## src/rtl/uart_rfifo.sv

```systemverilog
// Receive-side UART FIFO: buffers characters with their {break, framing, parity} bits,
// and provides the overrun, error-in-FIFO and fill-count status for the LSR and trigger logic.
module uart_rfifo #(
    parameter int fifo_width     = 8,
    parameter int fifo_depth     = 16,
    parameter int fifo_pointer_w = 4,
    parameter int fifo_counter_w = 5
) (
    input  logic                      clk,
    input  logic                      rst,
    input  logic                      push,
    input  logic                      pop,
    input  logic [fifo_width-1:0]     data_in,
    input  logic [2:0]                err_in,
    input  logic                      fifo_clear,
    input  logic                      clear_overrun,
    output logic [fifo_width-1:0]     data_out,
    output logic [2:0]                err_out,
    output logic [fifo_counter_w-1:0] count,
    output logic                      empty,
    output logic                      full,
    output logic                      overrun,
    output logic                      error_flag
);

    localparam logic [fifo_counter_w-1:0] depth_c = fifo_counter_w'(fifo_depth);
    localparam logic [fifo_counter_w-1:0] one_c   = fifo_counter_w'(1);
    localparam logic [fifo_pointer_w-1:0] step_c  = fifo_pointer_w'(1);

    // Each entry is {character, break, framing, parity}.
    logic [fifo_width+2:0]     mem [fifo_depth];
    logic [fifo_pointer_w-1:0] top;
    logic [fifo_pointer_w-1:0] bottom;
    logic [fifo_counter_w-1:0] err_cnt;
    logic [fifo_width+2:0]     bottom_word;

    logic push_ok;
    logic pop_ok;
    logic drop;
    logic err_inc;
    logic err_dec;

    assign empty       = (count == '0);
    assign full        = (count == depth_c);
    assign bottom_word = mem[bottom];
    assign data_out    = empty ? '0 : bottom_word[fifo_width+2:3];
    assign err_out     = empty ? '0 : bottom_word[2:0];
    assign error_flag  = (err_cnt != '0);

    // A simultaneous pop frees the slot, so a push into a full FIFO is only dropped alone.
    assign pop_ok  = pop && !empty;
    assign push_ok = push && (!full || pop_ok);
    assign drop    = push && full && !pop_ok && !fifo_clear;
    assign err_inc = push_ok && (err_in != 3'b000);
    assign err_dec = pop_ok && (err_out != 3'b000);

    always_ff @(posedge clk) begin
        if (!rst && !fifo_clear && push_ok) begin
            mem[top] <= {data_in, err_in};
        end
    end

    always_ff @(posedge clk) begin
        if (rst || fifo_clear) begin
            top     <= '0;
            bottom  <= '0;
            count   <= '0;
            err_cnt <= '0;
        end else begin
            if (push_ok) begin
                top <= top + step_c;
            end
            if (pop_ok) begin
                bottom <= bottom + step_c;
            end
            if (push_ok && !pop_ok) begin
                count <= count + one_c;
            end else if (pop_ok && !push_ok) begin
                count <= count - one_c;
            end
            if (err_inc && !err_dec) begin
                err_cnt <= err_cnt + one_c;
            end else if (err_dec && !err_inc) begin
                err_cnt <= err_cnt - one_c;
            end
        end
    end

    // Overrun survives fifo_clear; a new drop wins over a same-cycle LSR read.
    always_ff @(posedge clk) begin
        if (rst) begin
            overrun <= 1'b0;
        end else if (drop) begin
            overrun <= 1'b1;
        end else if (clear_overrun) begin
            overrun <= 1'b0;
        end
    end

endmodule
```

## config.mk

```make
export PLATFORM = sky130hd
export DESIGN_NAME = uart_rfifo
export DESIGN_NICKNAME = d
export VERILOG_FILES = /design/src/rtl/uart_rfifo.sv
export SDC_FILE = /design/constraint.sdc
export NUM_CORES = 1
export LEC_CHECK = 0
export BUFFER_PORTS_ARGS = -buffer_cell sky130_fd_sc_hd__buf_2
export CORE_MARGIN = 2
export CORE_UTILIZATION = 55
export CTS_CLUSTER_SIZE = 40
export DETAILED_ROUTE_END_ITERATION = 10
export MAX_ROUTING_LAYER = met4
export PLACE_DENSITY = 0.84
export SYNTH_ARGS = -nofsm -noshare
export SYNTH_HDL_FRONTEND = slang
export SYNTH_SLANG_ARGS = --single-unit
```

## constraint.sdc

```tcl
create_clock -name clk -period 10.7 [get_ports clk]
set_input_delay 0.535 -clock clk [delete_from_list [all_inputs] [get_ports clk]]
set_output_delay 0.535 -clock clk [all_outputs]
set_load 0.02 [all_outputs]
```

==> results.sh, run 1 <==
export IMPL_yosysSeqAreaShare_pct=70.9
export IMPL_slowest_stage="nor2b_2"
export IMPL_antenna_found_initial=0
export IMPL_maxSlewViolCount=0
export IMPL_ant_nets=0
export IMPL_drive_gt1_share_pct=24.9
export IMPL_clk_pin_slew_ps=70
export IMPL_port_buffer_count=36
export IMPL_cts_inserted_buffers=17
export IMPL_rsz0062_at_grt="no"
export IMPL_htree_levels=4
export IMPL_grt_max_degree=45
export IMPL_die_w_um=125
export IMPL_drc_errors=0
export IMPL_track_usage_pct=22.9
export IMPL_max_freq_ghz=0.232
export IMPL_cp_num_buf_inv=1
export IMPL_ys_top_cells_by_area="edfxtp_1 65%, mux4_2 8.6%, mux4_1 7.1%, dfxtp_1 5.7%, ha_1 2.0%"
export IMPL_ys_flop_type="edfxtp_1"
export IMPL_p_leak_uw=0.00305
export IMPL_r2r_end="err_cnt[4]"
export IMPL_wl_per_cell_um=24.7
export IMPL_critPathLaunchType="flip-flop"
export IMPL_setup_violations=0
export IMPL_setup_tns_ps=0
export IMPL_postSynthAreaPerCell_um2=19.3
export IMPL_fin_crit_ps=4300
export IMPL_drtPass1Iterations=5
export IMPL_hold_path_end="overrun"
export IMPL_reg2reg_depth=13
export IMPL_synthArstFlopShare_pct=0
export IMPL_grt_ovfl_total=0
export IMPL_dr_first_iter_drc_count=524
export IMPL_outcome="finished clean"
export IMPL_netlist_area_mm2=0.00810
export IMPL_gp_congestion=0.797
export IMPL_synth_nets=452
export IMPL_postRouteWirelength_um=16500
export IMPL_die_area_mm2=0.0157
export IMPL_cp_cell_sequence="nor4_1 > nor2b_2 > nor2b_1 > o31ai_2 > ha_1 > inv_1 > ha_1 > nor2b_1 > o21a_1 > or3_1 > a21oi_1 > xnor2_1 > nor2_1"
export IMPL_fin_util_pct=62.8
export IMPL_critPathMaxFanout=13
export IMPL_cts_max_path_buffers=2
export IMPL_cts_sinks=199
export IMPL_area_delta_synth_final_pct=12.3
export IMPL_synth_top_area_share_pct=65.2
export IMPL_io_pins=37
export IMPL_hpwl_um=9300
export IMPL_syn_inst=420
export IMPL_coreArea_mm2=0.0145
export IMPL_cellPowerDensity_mw_per_mm2=188
export IMPL_hold_path_depth=2
export IMPL_slowest_delay_ps=1070
export IMPL_first_global_vias=4305
export IMPL_fin_skew_ps=8.21
export IMPL_start_util_pct=56.0
export IMPL_yosysUniqueCellTypes=34
export IMPL_yosysWarningCount=0
export IMPL_routed_via_density=6.16
export IMPL_ys_seq_elements=199
export IMPL_crit_type="reg2reg"
export IMPL_critPathArrivalTime_ps=4600
export IMPL_finalHoldViolCount=0
export IMPL_die_y_um=125
export IMPL_fill_cells=950
export IMPL_cts_resized=0
export IMPL_fin_crit_sh_pct=40.2
export IMPL_yosys_top_cells_count="176 x edfxtp_1, 42 x nor2_1, 31 x mux4_2"
export IMPL_max_slew_margin_pct=17.1
export IMPL_dr_total_vias=4120
export IMPL_fin_nets=504
export IMPL_synth_edf_count=176
export IMPL_clock_latency_ps=420
export IMPL_peakVddDrop_v=0.000112
export IMPL_cts_setup_buffers=0
export IMPL_grt_pass1_wl_um=25400
export IMPL_num_rows=44
export IMPL_diodes=0
export IMPL_ctsHoldBuffers=0
export IMPL_cp_data_required_time_ps=11000
export IMPL_cts_root_buf="clkbuf_16"
export IMPL_min_from="rst"
export IMPL_crit_family="simple AND/OR/NAND/NOR gates"
export IMPL_cap_violations=0
export IMPL_cp_end_kind="flip-flop"
export IMPL_synth_area_leader_cell="edfxtp_1"
export IMPL_synth_most_common_cell="edfxtp_1"
export IMPL_min_path_type="in2reg"
export IMPL_timing_rr_start="count[0]"
export IMPL_cts_tree="done"
export IMPL_tightest_slew_ps=1240
export IMPL_r2r_setup_slack_ps=6400
routing by layer:
layer	wire, µm	vias to the layer above	share of wire, %	GRT usage, %
met5	0	-	0	-
met4	486	0	2.9	8.89
met3	1040	44	6.3	4.71
met2	8750	194	53	37.6
met1	6230	2101	38	28.4
li1	-	1781	-	-
report_power, final:
part | internal (µW) | leakage, µW | switching [µW]
Combinational | 87.4 | 0.00101 | 131
Clock | 349 | 0.000279 | 280
Sequential | 853 | 0.00177 | 8.27
Total | 1290 | 0.00305 | 420
how the worst max path moves through the flow:
stage | slack, ps | start | cells past startpoint | endpoint
CTS | 6390 | count[0] | 13 | err_cnt[4]
global route | 6230 | count[0] | 13 | err_cnt[4]
global placement | 6660 | flip-flop | 13 | err_cnt[4]
floorplan | 7310 | flip-flop | 14 | err_cnt[4]
finish | 6400 | count[0] | 13 | err_cnt[4]
detailed placement | 6450 | flip-flop | 13 | err_cnt[4]
sequential cells by signal, summed over array words and instances (netlist names), named ones only:
| signal | count |
|---|---|
| bottom | 4 |
| err_cnt | 5 |
| top | 4 |
| overrun | 1 |
| count | 5 |
| mem | 176 |
logic make-up after synthesis:
family                   after synthesis  synth area share (%)
AO/OA/AOI/OAI                         25                  1.93
XOR/XNOR                              13                  1.41
adder cells (fa/ha/maj)               15                  2.50
buffers and inverters                 28                  1.90
flip-flops                           199                  70.9
multiplexers                          55                  16.0
AND/OR/NAND/NOR                       85                  5.36
area by class of cell:
type | instances | area (µm²) | area share [%]
Tap cell | 184 | 230 | 2.53
Timing Repair Buffer | 52 | 300 | 3.30
Sequential cell | 199 | 5750 | 63.2
Inverter | 9 | 33.8 | 0.371
Multi-Input combinational cell | 193 | 2210 | 24.2
Clock inverter | 12 | 144 | 1.58
Clock buffer | 20 | 437 | 4.80
worst register-to-register path, stage by stage, from the launching register on:
cell	delay, ps
dfxtp_1	370
nor4_1	490
nor2b_2	1070
nor2b_1	360
o31ai_2	160
ha_1	270
inv_1	110
ha_1	320
nor2b_1	150
o21a_1	180
or3_1	300
a21oi_1	200
xnor2_1	150
nor2_1	50
cells in the final DEF, fill, tap and decap left out, types with 2 or more instances in the layout:
| cell | netlist | layout |
|---|---|---|
| edfxtp_1 | 176 | 176 |
| mux4_1 | 22 | 22 |
| clkinv_4 | 0 | 4 |
| a31oi_1 | 2 | 2 |
| nor4_1 | 2 | 2 |
| mux4_2 | 31 | 31 |
| dfxtp_1 | 23 | 22 |
| a21oi_1 | 12 | 12 |
| o21a_1 | 2 | 2 |
| nand2_1 | 13 | 13 |
| clkbuf_1 | 8 | 3 |
| nor2b_4 | 6 | 6 |
| clkbuf_16 | 0 | 17 |
| mux2i_1 | 2 | 2 |
| a22oi_1 | 2 | 2 |
| buf_4 | 0 | 16 |
| xnor2_1 | 5 | 5 |
| fa_1 | 2 | 2 |
| ha_1 | 13 | 13 |
| bufinv_16 | 0 | 2 |
| o21ai_0 | 2 | 2 |
| nor2b_1 | 9 | 8 |
| or3_1 | 3 | 3 |
| nor2_1 | 42 | 42 |
| buf_2 | 3 | 36 |
| a21o_1 | 3 | 3 |
| inv_1 | 9 | 9 |
| xor2_1 | 8 | 8 |
| nand3_1 | 5 | 5 |
| inv_6 | 0 | 3 |
| nand4_1 | 2 | 2 |
per-stage QoR:
step           instance area, µm²  total power (µW)  setup WS [ps]  instances  hold WS [ps]
6_report                     9100              1710           6400        669           288
3_5_place_dp                 8520              1090           6450        637           482
5_1_grt                      9100              1770           6230        669           281
4_1_cts                      9100              1720           6390        669           272
2_1_floorplan                8100              1030           7310        420           468
3_3_place_gp                 8520              1080           6660        637           463
Note: power is estimated with default switching activity, not from simulation.
==> run 2, diff against run 1 <==
Clock period 10.7 ns to 4.1 ns, I/O delays scaled along.
==> run 2 against run 1 <==
Against the previous run:
- setup slack lost 6100 ps
- clock power increased to 2.5 times the previous value
- via count is essentially flat
- wire length is 1.6% lower
- utilization increased by 0.40 points
- critical endpoint unchanged
- count of clock-buffer cells in the layout down 2
- highest routed layer unchanged
- design area increased by 0.63%
- flip-flop and latch count is the same
- worst hold slack worse by 210 ps
- register-to-register slack worse by 6100 ps
==> results.sh, run 2 (synthesized netlist as in run 1, its figures left out) <==
export IMPL_postRouteWirelength_um=16200
export IMPL_reg_top3="mem: 176 flops, count: 5 flops, err_cnt: 5 flops"
export IMPL_num_rows=44
export IMPL_port_buffer_count=36
export IMPL_drtPass1Iterations=5
export IMPL_critPathArrivalTime_ps=4060
export IMPL_area_delta_synth_final_pct=13.0
export IMPL_cts_root_buf="clkbuf_16"
export IMPL_rsz0062_at_grt="no"
export IMPL_die_y_um=125
export IMPL_combPwrFrac_pct=12.8
export IMPL_htree_levels=4
export IMPL_r2r_end="err_cnt[4]"
export IMPL_fin_skew_ps=8.70
export IMPL_min_path_type="in2reg"
export IMPL_fin_crit_sh_pct=91.6
export IMPL_clkPwrFrac_pct=36.2
export IMPL_fin_util_pct=63.2
export IMPL_grt_max_degree=23
export IMPL_gp_congestion=0.792
export IMPL_finalHoldViolCount=0
export IMPL_cellPowerDensity_mw_per_mm2=482
export IMPL_dr_first_iter_drc_count=462
export IMPL_cp_end_kind="flip-flop"
export IMPL_io_pins=37
export IMPL_largest_reg_flops=176
export IMPL_start_util_pct=56.0
export IMPL_critPathLaunchType="flip-flop"
export IMPL_power_internal_uw=3310
export IMPL_fin_crit_ps=3760
export IMPL_first_global_vias=4138
export IMPL_die_area_mm2=0.0157
export IMPL_grt_pass1_wl_um=24600
export IMPL_routed_via_density=6.07
export IMPL_outcome="finished clean"
export IMPL_critPathMaxFanout=12
export IMPL_p_leak_uw=0.00310
export IMPL_switching_share_pct=25.0
export IMPL_ant_nets=0
export IMPL_setup_tns_ps=0
export IMPL_layout_common_cells="176 x edfxtp_1, 42 x nor2_1, 36 x buf_2"
export IMPL_track_usage_pct=22.3
export IMPL_diodes=0
export IMPL_tightest_slew_ps=779
export IMPL_final_common_cell="edfxtp_1"
export IMPL_cts_sinks=199
export IMPL_die_w_um=125
export IMPL_r2r_setup_slack_ps=340
export IMPL_cts_setup_buffers=0
export IMPL_cts_max_path_buffers=2
export IMPL_seq_power_share_pct=51.0
export IMPL_dr_total_vias=4117
export IMPL_p_sw_uw=1100
export IMPL_peakVddDrop_v=0.000307
export IMPL_hpwl_um=9770
export IMPL_reg2reg_depth=12
export IMPL_coreArea_mm2=0.0145
export IMPL_cts_resized=0
export IMPL_cp_data_required_time_ps=4400
export IMPL_crit_type="reg2reg"
export IMPL_wl_per_cell_um=23.9
export IMPL_antenna_found_initial=0
export IMPL_maxSlewViolCount=0
export IMPL_cts_inserted_buffers=17
export IMPL_drc_errors=0
export IMPL_grt_ovfl_total=0
export IMPL_clock_latency_ps=430
export IMPL_clk_pin_slew_ps=70
export IMPL_cap_violations=0
export IMPL_max_freq_ghz=0.266
export IMPL_regMostFlops="mem"
export IMPL_max_slew_margin_pct=48.0
export IMPL_fin_nets=513
export IMPL_cts_tree="done"
export IMPL_drive_gt1_share_pct=26.7
export IMPL_setup_violations=0
export IMPL_endpoint="err_cnt[4]"
[run 2: worst min-delay path by stage]
stage	end	cells after the start	start
after floorplan	overrun	1	rst
after global placement	overrun	2	rst
after detailed placement	overrun	2	rst
after CTS	overrun	4	clear_overrun
after global routing	overrun	4	clear_overrun
final	overrun	4	clear_overrun
[run 2: repair_timing]
| item | 4_1_cts | 5_1_grt |
|---|---|---|
| hold buffers | 1 | 0 |
| endpoints found under the hold margin | 1 | 0 |
| setup endpoints to repair | 0 | 0 |
[run 2: worst max-delay path, stage by stage (launching register included)]
cell     delay, ps
dfxtp_2        570
mux4_1         630
mux4_2         520
o31ai_2        210
ha_1           260
inv_1          110
ha_1           320
nor2b_1        160
o21a_1         180
or3_1          320
a21oi_1        180
xnor2_1        130
nor2_1          50
[run 2: layout make-up]
cell class,count,area (µm²)
Fill cell,941,5320
Clock inverter,14,139
Timing Repair Buffer,61,370
Tap cell,184,230
Inverter,9,33.8
Sequential cell,199,5750
Multi-Input combinational cell,193,2210
Clock buffer,18,429
[run 2: metrics by stage]
| stage | setup slack [ps] | instance area [µm²] | power, µW | cells | hold WS, ps |
|---|---|---|---|---|---|
| final | 343 | 9160 | 4420 | 678 | 78.4 |
| after global routing | 155 | 9160 | 4550 | 678 | 88.2 |
| after CTS | 318 | 9160 | 4440 | 678 | 62.9 |
| after detailed placement | 331 | 8580 | 2860 | 645 | 394 |
| after global placement | 488 | 8580 | 2830 | 645 | 389 |
| after floorplan | 714 | 8100 | 2700 | 420 | 277 |
[run 2: power groups by stage]
stage               logic, µW  registers, µW  clock network (µW)
floorplan                 404           2300                   0
global placement          540           2290                   0
detailed placement        561           2300                   0
CTS                       568           2250                1620
global route              613           2260                1690
finish                    563           2250                1600
[run 2: metal layers]
metal | wire length [µm] | track usage [%] | vias to the layer above
met5 | 0 | - | -
met4 | 367 | 7.91 | 0
met3 | 959 | 3.94 | 29
met2 | 8520 | 36.8 | 175
met1 | 6390 | 28.4 | 2116
li1 | - | - | 1797
